<file path="src/rtl/sparc_exu_eclwbpipe_if.sv">
// rtl/sparc_exu_eclwbpipe_if.sv - EXU writeback-pipe bypass producer signal bundle
// Optional RAW-check signals exist only with SPARC_EXU_WBPIPE_RAWCHK_EN.
interface sparc_exu_eclwbpipe_if;
    logic       valid_d;
    logic       wen_d;
    logic       ll_d;
    logic [4:0] rd_d;
    logic [1:0] tid_d;
    logic       hold_d;
    logic       ifu_exu_kill_e;
    logic       ll_done_g;
    logic [4:0] rd_e;
    logic [4:0] rd_m;
    logic [4:0] ecl_irf_rd_w;
    logic [1:0] tid_e;
    logic [1:0] tid_m;
    logic [1:0] ecl_irf_tid_w;
    logic       wb_e;
    logic       bypass_m;
    logic       bypass_w;
    logic       thr_match_de;
    logic       thr_match_dm;
    logic [4:0] wb_byplog_rd_w2;
    logic [1:0] wb_byplog_tid_w2;
    logic       wb_byplog_wen_w2;
    logic       ll_full;
    logic [3:0] ll_pending;
    logic       ll_ovf;
`ifdef SPARC_EXU_WBPIPE_RAWCHK_EN
    logic [4:0] rs1_d;
    logic [4:0] rs2_d;
    logic       ll_raw_d;
`endif

    modport master (
`ifdef SPARC_EXU_WBPIPE_RAWCHK_EN
        output rs1_d, rs2_d,
        input  ll_raw_d,
`endif
        output valid_d, wen_d, ll_d, rd_d, tid_d, hold_d, ifu_exu_kill_e, ll_done_g,
        input  rd_e, rd_m, ecl_irf_rd_w, tid_e, tid_m, ecl_irf_tid_w,
        input  wb_e, bypass_m, bypass_w, thr_match_de, thr_match_dm,
        input  wb_byplog_rd_w2, wb_byplog_tid_w2, wb_byplog_wen_w2,
        input  ll_full, ll_pending, ll_ovf
    );

    modport slave (
`ifdef SPARC_EXU_WBPIPE_RAWCHK_EN
        input  rs1_d, rs2_d,
        output ll_raw_d,
`endif
        input  valid_d, wen_d, ll_d, rd_d, tid_d, hold_d, ifu_exu_kill_e, ll_done_g,
        output rd_e, rd_m, ecl_irf_rd_w, tid_e, tid_m, ecl_irf_tid_w,
        output wb_e, bypass_m, bypass_w, thr_match_de, thr_match_dm,
        output wb_byplog_rd_w2, wb_byplog_tid_w2, wb_byplog_wen_w2,
        output ll_full, ll_pending, ll_ovf
    );
endinterface

</file>
<file path="src/rtl/sparc_exu_eclwbpipe.sv">
// rtl/sparc_exu_eclwbpipe.sv - D/E/M/W destination pipe plus long-latency W2 destination queue
// Optional RAW check on queued LL destinations: define SPARC_EXU_WBPIPE_RAWCHK_EN.
module sparc_exu_eclwbpipe #(
    parameter int LL_DEPTH = 4,
    parameter int LL_CW    = 3
) (
    input logic                  rclk,
    input logic                  reset,
    sparc_exu_eclwbpipe_if.slave bus
);
    localparam int PW = $clog2(LL_DEPTH);

    logic             r_valid_e, r_wen_e, r_ll_e;
    logic [4:0]       r_rd_e, r_rd_m, r_rd_w;
    logic [1:0]       r_tid_e, r_tid_m, r_tid_w;
    logic             r_bypass_m, r_bypass_w;

    logic [4:0]       r_q_rd  [LL_DEPTH];
    logic [1:0]       r_q_tid [LL_DEPTH];
    logic [LL_DEPTH-1:0] r_q_vld;
    logic [PW-1:0]    r_wp, r_rp;
    logic [LL_CW-1:0] r_cnt;
    logic             r_full, r_ovf;
    logic [4:0]       r_w2_rd;
    logic [1:0]       r_w2_tid;
    logic             r_w2_wen;

    logic             w_wb_e, w_push, w_pop, w_push_ok;
    logic [LL_CW-1:0] w_cnt_nxt;
    logic [3:0]       w_pend;

    function automatic logic [PW-1:0] f_inc(input logic [PW-1:0] p);
        return (p == PW'(LL_DEPTH - 1)) ? '0 : p + 1'b1;
    endfunction

    assign w_wb_e    = r_valid_e & r_wen_e & ~r_ll_e;
    assign w_push    = r_valid_e & r_ll_e & r_wen_e & ~bus.ifu_exu_kill_e;
    // An empty queue never pops, so a push into it is never bypassed straight to W2.
    assign w_pop     = bus.ll_done_g & (r_cnt != '0);
    assign w_push_ok = w_push & (~r_full | w_pop);

    always_comb begin
        w_cnt_nxt = r_cnt;
        if (w_push_ok && !w_pop)
            w_cnt_nxt = r_cnt + 1'b1;
        else if (w_pop && !w_push_ok)
            w_cnt_nxt = r_cnt - 1'b1;
    end

    always_ff @(posedge rclk or posedge reset) begin
        if (reset) begin
            r_valid_e  <= 1'b0;
            r_wen_e    <= 1'b0;
            r_ll_e     <= 1'b0;
            r_rd_e     <= '0;
            r_tid_e    <= '0;
            r_bypass_m <= 1'b0;
            r_rd_m     <= '0;
            r_tid_m    <= '0;
            r_bypass_w <= 1'b0;
            r_rd_w     <= '0;
            r_tid_w    <= '0;
        end else begin
            r_valid_e <= bus.valid_d & ~bus.hold_d;
            if (!bus.hold_d) begin
                r_wen_e <= bus.wen_d;
                r_ll_e  <= bus.ll_d;
                r_rd_e  <= bus.rd_d;
                r_tid_e <= bus.tid_d;
            end
            r_bypass_m <= w_wb_e & ~bus.ifu_exu_kill_e;
            r_rd_m     <= r_rd_e;
            r_tid_m    <= r_tid_e;
            r_bypass_w <= r_bypass_m;
            r_rd_w     <= r_rd_m;
            r_tid_w    <= r_tid_m;
        end
    end

    always_ff @(posedge rclk or posedge reset) begin
        if (reset) begin
            for (int i = 0; i < LL_DEPTH; i++) begin
                r_q_rd[i]  <= '0;
                r_q_tid[i] <= '0;
            end
            r_q_vld  <= '0;
            r_wp     <= '0;
            r_rp     <= '0;
            r_cnt    <= '0;
            r_full   <= 1'b0;
            r_ovf    <= 1'b0;
            r_w2_rd  <= '0;
            r_w2_tid <= '0;
            r_w2_wen <= 1'b0;
        end else begin
            r_w2_wen <= w_pop;
            if (w_pop) begin
                r_w2_rd        <= r_q_rd[r_rp];
                r_w2_tid       <= r_q_tid[r_rp];
                r_q_vld[r_rp]  <= 1'b0;
                r_rp           <= f_inc(r_rp);
            end
            // Placed after the pop so a full-queue push+pop on the same slot leaves it valid.
            if (w_push_ok) begin
                r_q_rd[r_wp]  <= r_rd_e;
                r_q_tid[r_wp] <= r_tid_e;
                r_q_vld[r_wp] <= 1'b1;
                r_wp          <= f_inc(r_wp);
            end
            if (w_push && !w_push_ok)
                r_ovf <= 1'b1;
            r_cnt  <= w_cnt_nxt;
            r_full <= (w_cnt_nxt == LL_CW'(LL_DEPTH));
        end
    end

    always_comb begin
        w_pend = '0;
        for (int i = 0; i < LL_DEPTH; i++)
            if (r_q_vld[i])
                w_pend[r_q_tid[i]] = 1'b1;
    end

`ifdef SPARC_EXU_WBPIPE_RAWCHK_EN
    logic w_raw;

    function automatic logic f_hit(input logic [4:0] rd, input logic [4:0] rs1, input logic [4:0] rs2);
        return ((rs1 != '0) && (rs1 == rd)) || ((rs2 != '0) && (rs2 == rd));
    endfunction

    always_comb begin
        w_raw = 1'b0;
        for (int i = 0; i < LL_DEPTH; i++)
            if (r_q_vld[i] && (r_q_tid[i] == bus.tid_d))
                w_raw = w_raw | f_hit(r_q_rd[i], bus.rs1_d, bus.rs2_d);
        if (w_push && (r_tid_e == bus.tid_d))
            w_raw = w_raw | f_hit(r_rd_e, bus.rs1_d, bus.rs2_d);
    end

    assign bus.ll_raw_d = bus.valid_d & w_raw;
`endif

    assign bus.rd_e             = r_rd_e;
    assign bus.tid_e            = r_tid_e;
    assign bus.rd_m             = r_rd_m;
    assign bus.tid_m            = r_tid_m;
    assign bus.ecl_irf_rd_w     = r_rd_w;
    assign bus.ecl_irf_tid_w    = r_tid_w;
    assign bus.wb_e             = w_wb_e;
    assign bus.bypass_m         = r_bypass_m;
    assign bus.bypass_w         = r_bypass_w;
    assign bus.thr_match_de     = (bus.tid_d == r_tid_e);
    assign bus.thr_match_dm     = (bus.tid_d == r_tid_m);
    assign bus.wb_byplog_rd_w2  = r_w2_rd;
    assign bus.wb_byplog_tid_w2 = r_w2_tid;
    assign bus.wb_byplog_wen_w2 = r_w2_wen;
    assign bus.ll_full          = r_full;
    assign bus.ll_pending       = w_pend;
    assign bus.ll_ovf           = r_ovf;
endmodule

</file>
<file path="src/flat_wrapper.sv">
// flat-port wrapper written by rule: the top's interface ports become plain ports
module sparc_exu_eclwbpipe_flat 
#(
    parameter int LL_DEPTH = 4,
    parameter int LL_CW    = 3
)
  (rclk, reset, bus_valid_d, bus_wen_d, bus_ll_d, bus_rd_d, bus_tid_d, bus_hold_d, bus_ifu_exu_kill_e, bus_ll_done_g, bus_rd_e, bus_rd_m, bus_ecl_irf_rd_w, bus_tid_e, bus_tid_m, bus_ecl_irf_tid_w, bus_wb_e, bus_bypass_m, bus_bypass_w, bus_thr_match_de, bus_thr_match_dm, bus_wb_byplog_rd_w2, bus_wb_byplog_tid_w2, bus_wb_byplog_wen_w2, bus_ll_full, bus_ll_pending, bus_ll_ovf);
  sparc_exu_eclwbpipe_if bus_i ();
  input logic rclk;
  input logic reset;
  input wire logic [$bits(bus_i.valid_d)-1:0] bus_valid_d;
  input wire logic [$bits(bus_i.wen_d)-1:0] bus_wen_d;
  input wire logic [$bits(bus_i.ll_d)-1:0] bus_ll_d;
  input wire logic [$bits(bus_i.rd_d)-1:0] bus_rd_d;
  input wire logic [$bits(bus_i.tid_d)-1:0] bus_tid_d;
  input wire logic [$bits(bus_i.hold_d)-1:0] bus_hold_d;
  input wire logic [$bits(bus_i.ifu_exu_kill_e)-1:0] bus_ifu_exu_kill_e;
  input wire logic [$bits(bus_i.ll_done_g)-1:0] bus_ll_done_g;
  output wire logic [$bits(bus_i.rd_e)-1:0] bus_rd_e;
  output wire logic [$bits(bus_i.rd_m)-1:0] bus_rd_m;
  output wire logic [$bits(bus_i.ecl_irf_rd_w)-1:0] bus_ecl_irf_rd_w;
  output wire logic [$bits(bus_i.tid_e)-1:0] bus_tid_e;
  output wire logic [$bits(bus_i.tid_m)-1:0] bus_tid_m;
  output wire logic [$bits(bus_i.ecl_irf_tid_w)-1:0] bus_ecl_irf_tid_w;
  output wire logic [$bits(bus_i.wb_e)-1:0] bus_wb_e;
  output wire logic [$bits(bus_i.bypass_m)-1:0] bus_bypass_m;
  output wire logic [$bits(bus_i.bypass_w)-1:0] bus_bypass_w;
  output wire logic [$bits(bus_i.thr_match_de)-1:0] bus_thr_match_de;
  output wire logic [$bits(bus_i.thr_match_dm)-1:0] bus_thr_match_dm;
  output wire logic [$bits(bus_i.wb_byplog_rd_w2)-1:0] bus_wb_byplog_rd_w2;
  output wire logic [$bits(bus_i.wb_byplog_tid_w2)-1:0] bus_wb_byplog_tid_w2;
  output wire logic [$bits(bus_i.wb_byplog_wen_w2)-1:0] bus_wb_byplog_wen_w2;
  output wire logic [$bits(bus_i.ll_full)-1:0] bus_ll_full;
  output wire logic [$bits(bus_i.ll_pending)-1:0] bus_ll_pending;
  output wire logic [$bits(bus_i.ll_ovf)-1:0] bus_ll_ovf;
  assign bus_i.valid_d = bus_valid_d;
  assign bus_i.wen_d = bus_wen_d;
  assign bus_i.ll_d = bus_ll_d;
  assign bus_i.rd_d = bus_rd_d;
  assign bus_i.tid_d = bus_tid_d;
  assign bus_i.hold_d = bus_hold_d;
  assign bus_i.ifu_exu_kill_e = bus_ifu_exu_kill_e;
  assign bus_i.ll_done_g = bus_ll_done_g;
  assign bus_rd_e = bus_i.rd_e;
  assign bus_rd_m = bus_i.rd_m;
  assign bus_ecl_irf_rd_w = bus_i.ecl_irf_rd_w;
  assign bus_tid_e = bus_i.tid_e;
  assign bus_tid_m = bus_i.tid_m;
  assign bus_ecl_irf_tid_w = bus_i.ecl_irf_tid_w;
  assign bus_wb_e = bus_i.wb_e;
  assign bus_bypass_m = bus_i.bypass_m;
  assign bus_bypass_w = bus_i.bypass_w;
  assign bus_thr_match_de = bus_i.thr_match_de;
  assign bus_thr_match_dm = bus_i.thr_match_dm;
  assign bus_wb_byplog_rd_w2 = bus_i.wb_byplog_rd_w2;
  assign bus_wb_byplog_tid_w2 = bus_i.wb_byplog_tid_w2;
  assign bus_wb_byplog_wen_w2 = bus_i.wb_byplog_wen_w2;
  assign bus_ll_full = bus_i.ll_full;
  assign bus_ll_pending = bus_i.ll_pending;
  assign bus_ll_ovf = bus_i.ll_ovf;
  sparc_exu_eclwbpipe #(.LL_DEPTH(LL_DEPTH), .LL_CW(LL_CW)) u_core (.rclk(rclk), .reset(reset), .bus(bus_i));
endmodule
</file>
<file path="config.mk">
export PLATFORM = sky130hd
export DESIGN_NAME = sparc_exu_eclwbpipe_flat
export DESIGN_NICKNAME = d
export VERILOG_FILES = /design/src/rtl/sparc_exu_eclwbpipe_if.sv /design/src/rtl/sparc_exu_eclwbpipe.sv /design/src/flat_wrapper.sv
export SDC_FILE = /design/constraint.sdc
export NUM_CORES = 1
export LEC_CHECK = 0
export BUFFER_PORTS_ARGS = -buffer_cell sky130_fd_sc_hd__buf_4
export CORE_MARGIN = 5
export CORE_UTILIZATION = 63
export CTS_BUF_LIST = sky130_fd_sc_hd__clkbuf_2
export CTS_CLUSTER_DIAMETER = 120
export DETAILED_ROUTE_END_ITERATION = 8
export HOLD_SLACK_MARGIN = 0.06
export PLACE_DENSITY = 0.95
export SYNTH_ARGS = -nofsm -noshare
export SYNTH_HDL_FRONTEND = slang
export SYNTH_SLANG_ARGS = --single-unit
</file>
<file path="constraint.sdc">
create_clock -name rclk -period 4.7 [get_ports rclk]
set_clock_uncertainty 0.2 [all_clocks]
set_input_delay 0.235 -clock rclk [delete_from_list [all_inputs] [get_ports rclk]]
set_output_delay 0.235 -clock rclk [all_outputs]
set_load 0.005 [all_outputs]
</file>
# [After elaboration in Yosys (flattened, before gate mapping)]
# Cells that the tools add are included.
[word_totals] ff_bits=75 wordCells=121
[op_classes] n_mux=34 magnitude_cmp=15 addsub=4 n_eq_ne=5 bitwise=22 reduce_logical=13
[op_table] op="$mux 4" n=6
[op_table] op="$bwmux 20" n=1
[op_table] op="$lt 2x3->1 const B" n=6
[op_table] op="$or 4x4->4" n=4
[op_table] op="$mux 5" n=3
[op_table] op="$demux 1 s2" n=6
[op_table] op="$ge 2x1->1 const B" n=6
[op_table] op="$bmux 5 s2" n=1
[op_table] op="$demux 5 s2" n=1
[op_table] op="$logic_and 1x1->1" n=10
[op_table] op="$mux 2" n=5
[op_table] op="$and 1x1->1" n=9
[op_table] op="$bwmux 8" n=1
[op_table] op="$ge 3x3->1 const B" n=2
[op_table] op="$mux 1" n=6
[op_table] op="$mux 3" n=2
[op_table] op="$not 2->3" n=2
[op_table] op="$add 2x1->2 const B" n=2
[op_table] op="$and 4x4->4" n=1
[op_table] op="$bmux 2 s2" n=1
[op_table] op="$demux 2 s2" n=1
[op_table] op="$eq 2x2->1" n=2
[op_table] op="$eq 2x2->1 const B" n=2
[op_table] op="$not 1->1" n=4
[op_table] op="other kinds (8)" n=9

# [Depth between registers and ports, before layout]
[logic_depth] ltp_word=11 mapped_depth=11 depth_no_buf=9

# [Least setup slack after synthesis]
# Ideal clock, no wire load.
[synth_timing] path_kind="flip-flop to flip-flop" start="register u_core.r_cnt[0]" end="register u_core.r_q_rd[0] in the netlist's numbering" arrival_ns=1.678 path_buffers=1 slack_ns=2.697 stages_incl_launch_ff=9 required_time_ns=4.375 cell_sequence="dfrtp_1 inv_1 ha_1 ha_1 nand2b_4 a21oi_4 and2_4 buf_12 mux2_4"
[synth_via] elab_chain_cells=4
[synth_rtl] item="start: declaration" line_no="sparc_exu_eclwbpipe.sv:22" source="logic [LL_CW-1:0] r_cnt;"
[synth_rtl] item="start signal: assignment" line_no="sparc_exu_eclwbpipe.sv:112" source="r_cnt <= w_cnt_nxt;"
[synth_rtl] item="$reduce_bool 3->1" line_no="sparc_exu_eclwbpipe.sv:39" source="assign w_pop = bus.ll_done_g & (r_cnt != '0);"
[synth_rtl] item="$and 1x1->1" line_no="sparc_exu_eclwbpipe.sv:39"
[synth_rtl] item="$or 1x1->1" line_no="sparc_exu_eclwbpipe.sv:40" source="assign w_push_ok = w_push & (~r_full | w_pop);"
[synth_rtl] item="$and 1x1->1" line_no="sparc_exu_eclwbpipe.sv:40"
[synth_rtl] item="end signal: indexed assignment" line_no="sparc_exu_eclwbpipe.sv:105" source="r_q_rd[r_wp] <= r_rd_e;"
[synth_rtl] item="end: declaration" line_no="sparc_exu_eclwbpipe.sv:18" source="logic [4:0] r_q_rd [LL_DEPTH];"
# No other way between the ends.
# A chain may end at the register's enable or synchronous reset.

# [Final worst setup path]
[layout_timing] start="register u_core.r_cnt[1]" end="register u_core.r_full (netlist: u_core.bus.ll_full)"
[layout_via] elab_chain_cells=9 word_cells_on_any_way=13 classes_between="add/sub: 2; eq/ne: 1; mux: 2; bitwise: 3; reduce/logical: 5"
[layout_rtl] item="$reduce_bool 3->1" line_no="sparc_exu_eclwbpipe.sv:39"
[layout_rtl] item="$and 1x1->1" line_no="sparc_exu_eclwbpipe.sv:39"
[layout_rtl] item="$or 1x1->1" line_no="sparc_exu_eclwbpipe.sv:40"
[layout_rtl] item="$and 1x1->1" line_no="sparc_exu_eclwbpipe.sv:40"
[layout_rtl] item="$logic_not 1->1" line_no="sparc_exu_eclwbpipe.sv:46" source="else if (w_pop && !w_push_ok)"
[layout_rtl] item="$logic_and 1x1->1" line_no="sparc_exu_eclwbpipe.sv:46"
[layout_rtl] item="$mux 3" line_no="sparc_exu_eclwbpipe.sv:46"
[layout_rtl] item="$mux 3 *" line_no="sparc_exu_eclwbpipe.sv:44" source="if (w_push_ok && !w_pop)"
[layout_rtl] item="named net u_core.w_cnt_nxt[1]" line_no="sparc_exu_eclwbpipe.sv:29" source="logic [LL_CW-1:0] w_cnt_nxt;"
[layout_rtl] item="$eq 3x3->1 *" line_no="sparc_exu_eclwbpipe.sv:113" source="r_full <= (w_cnt_nxt == LL_CW'(LL_DEPTH));"
[layout_rtl] item="end signal: assignment" line_no="sparc_exu_eclwbpipe.sv:113"
[layout_rtl] item="end: declaration" line_no="sparc_exu_eclwbpipe.sv:23" source="logic r_full, r_ovf;"
# The timed path passes the listed nets; every way through them passes the cells marked *.

==> impl_metrics.json <==
{
  "synthTopCellsByCount": "75 x dfrtp_1, 38 x nand2_1, 26 x mux2_4, 11 x ha_1, 11 x inv_1",
  "path_clk_slew_ns": 0.18,
  "vias_per_cell": 5.633,
  "max-slew-margin-rel_pct": 39.50,
  "crit_required_ns": 4.89,
  "synth_cell_type_count": 37,
  "drc": 0,
  "cp_common_cell": "ha_1",
  "synth_seq_cells": 75,
  "io_pins": 55,
  "synthXorXnorAreaFrac_pct": 1.554,
  "final_layout_size_suffix_gt1_share_pct": 38.30,
  "grt_overflow": 0,
  "outcome": "completed",
  "slowest_stage": "o31ai_1",
  "syn_area_um2": 3382,
  "grt_pass1_vias": 2488,
  "synth_top_area_share_pct": 55.49,
  "vias": 2253,
  "worstSetupEndpointType": "flip-flop",
  "n_fill_cell": 285,
  "die_y_um": 83.27,
  "fin_crit_sh_pct": 50.82,
  "netlist_instances": 245,
  "fp.dieArea_um2": 6934,
  "cp_data_arrival_time_ns": 2.58,
  "area_growth_syn_to_layout_pct": 22.35,
  "grt_pass1_wl_mm": 12.36,
  "hold_viol": 0,
  "gp_congestion": 0.8333,
  "synth_top_family_by_area": "multiplexers",
  "rows": 26,
  "path_cells": "inv_1 > ha_1 > ha_1 > nand2b_4 > inv_2 > nor3_1 > o31ai_1 > nor3b_2",
  "dp.final_hpwl_mm": 4.665,
  "synth_top_area_cell": "dfrtp_1",
  "synthesis.nets": 271,
  "io_buffers": 54,
  "cts_buffer_depth": 2,
  "finalPower_mw": 2.099,
  "maxSlewViolCount": 0,
  "wirelength_mm": 7.538,
  "powerDensity_nw_per_um2": 507.3,
  "drt_first_pass_iters": 4,
  "synth_fa_ha_area_share_pct": 4.070,
  "synthMuxAreaShare_pct": 19.20,
  "core_um2": 5172,
  "rsz0062_at_grt": "no",
  "worst_setup_path_start_kind": "flip-flop",
  "cap_violations": 0,
  "cts_made_buffers": 9,
  "setup_violations": 0,
  "timing.fmax_mhz": 418.6,
  "finalSetupTns_ns": 0,
  "async_flop_share_pct": 100.0,
  "htreeDepth": 3,
  "max_stage_delay_ns": 0.45,
  "seq_area_frac_synth_pct": 55.49,
  "synth_flop_cell": "dfrtp_1",
  "root_buffer": "clkbuf_2",
  "worst_hold_slack_ns": 0.1979,
  "synth_most_common_cell": "dfrtp_1",
  "fin_crit_ns": 2.389,
  "leakagePower_nw": 2.049,
  "min_path_type": "flip-flop to flip-flop",
  "clk_latency_ns": 0.52,
  "track_usage_pct": 22.88,
  "post_cts_buffers": 0,
  "fp.dieW_um": 83.27,
  "start_util_pct": 65.38,
  "nNetsFinal": 350,
  "grt_max_degree": 76,
  "antenna_found_initial": 1,
  "cts_tree": "built",
  "ys_top_cells_by_area": "dfrtp_1 55%, mux2_4 12%, mux4_2 4.7%",
  "critPathBufInv": 2,
  "drt_iter0_drc": 229,
  "syn_area_per_cell_um2": 13.80,
  "synth_compound_area_share_pct": 5.290,
  "routedWlPerCell_um": 18.85,
  "tightest_slew_ns": 0.9075,
  "peakVddDrop_uv": 263.2,
  "synth-edff-count": 0,
  "ant_nets": 0,
  "critical-path-top-delay-family": "compound AO/OA/AOI/OAI gates",
  "crit_type": "flip-flop to flip-flop",
  "ys.warnings.count": 0,
  "clock_sinks": 75,
  "synthSimpleGateAreaFrac_pct": 9.804,
  "cp_max_fo": 22
}
repair_timing:
item                                    CTS  global route
hold endpoints to repair                 97             0
hold buffers                             23             0
resized for setup                         0             0
endpoints found under the setup margin    0             0
path summary, 6_finish.rpt:
| path | start | endpoint | slack, ns | cells after the start |
|---|---|---|---|---|
| setup / recovery | u_core.r_cnt[1]$_DFF_PP0_ | u_core.bus.ll_full$_DFF_PP0_ | 2.31 | 8 |
| hold / removal | u_core.bus.rd_m[4]$_DFF_PP0_ | u_core.bus.ecl_irf_rd_w[4]$_DFF_PP0_ | 0.20 | 0 |
| setup reg to reg | u_core.r_cnt[1]$_DFF_PP0_ | u_core.bus.ll_full$_DFF_PP0_ | 2.31 | 8 |
| hold reg to reg | u_core.bus.rd_m[4]$_DFF_PP0_ | u_core.bus.ecl_irf_rd_w[4]$_DFF_PP0_ | 0.20 | 0 |
| max in group asynchronous | reset | u_core.bus.rd_e[3]$_DFFE_PP0N_ | 3.38 | 4 |
| min in group asynchronous | reset | u_core.bus.rd_e[1]$_DFFE_PP0N_ | 0.32 | 4 |
metal layers:
layer	GRT usage, %	share of wire (%)
met5	0	0
met4	12.93	2.4
met3	6.436	6.3
met2	36.08	51
met1	28.32	40
layout by cell type, fill, tap and decap left out, types with 4 or more instances in the layout:
cell type and instances:
o21ai_0 8, and2_4 4, mux4_2 7, ha_1 11, nand2_1 38, a21o_1 4
buf_4 55, nor2_1 5, dfrtp_1 75, inv_1 10, xor2_1 4, nand3_1 4
mux2_2 9, clkbuf_2 11, dlygate4sd3_1 23, a31oi_1 4, mux2_4 26
flip-flops by register name, summed over array words and instances, names as in the netlist, 2 cells and up:
register	flops
u_core.bus.wb_byplog_tid_w2	2
u_core.bus.rd_e	5
u_core.r_cnt	3
u_core.bus.wb_byplog_rd_w2	5
u_core.r_wp	2
u_core.r_q_tid	8
u_core.bus.ecl_irf_tid_w	2
u_core.bus.ecl_irf_rd_w	5
u_core.bus.rd_m	5
u_core.r_q_vld	4
u_core.r_rp	2
u_core.bus.tid_e	2
u_core.r_q_rd	20
u_core.bus.tid_m	2
layout make-up:
| cell class | count | area (µm²) | share of cell area [%] |
|---|---|---|---|
| Antenna cell | 1 | 2.502 | 0.06048 |
| Clock buffer | 11 | 55.05 | 1.331 |
| Clock inverter | 5 | 77.57 | 1.875 |
| Inverter | 12 | 45.04 | 1.089 |
| Multi-Input combinational cell | 148 | 1350 | 32.63 |
| Sequential cell | 75 | 1877 | 45.36 |
| Tap cell | 70 | 87.58 | 2.117 |
| Timing Repair Buffer | 78 | 643.1 | 15.54 |
cell families (layout without fill, tap and decap cells):
family                     Yosys count  after routing
DFF                                 75             75
and+or+nand+nor                     63             63
muxes                               42             42
AOI/OAI and AO/OA                   26             26
buffers and inverters               22            106
adders and majority gates           11             11
xor gates and xnor gates             6              6
other                                0              1
power by group:
| part | internal, mW | switching (mW) | leakage (nW) |
|---|---|---|---|
| combinational | 0.397 | 0.272 | 1.02 |
| clock | 0.179 | 0.220 | 0.0819 |
| sequential | 0.825 | 0.207 | 0.951 |
| total | 1.40 | 0.699 | 2.05 |
stage by stage:
stage                     area, µm²  setup WS [ns]  util [%]  cells
after floorplan                3382          2.355         -    245
after global placement         3772          2.563     72.93    360
after detailed placement       3772          2.365     72.93    360
after CTS                      4135          2.355     79.95    399
after global routing           4138          2.171     80.00    400
final                          4138          2.311     80.00    400
(Power assumes the default switching activity.)
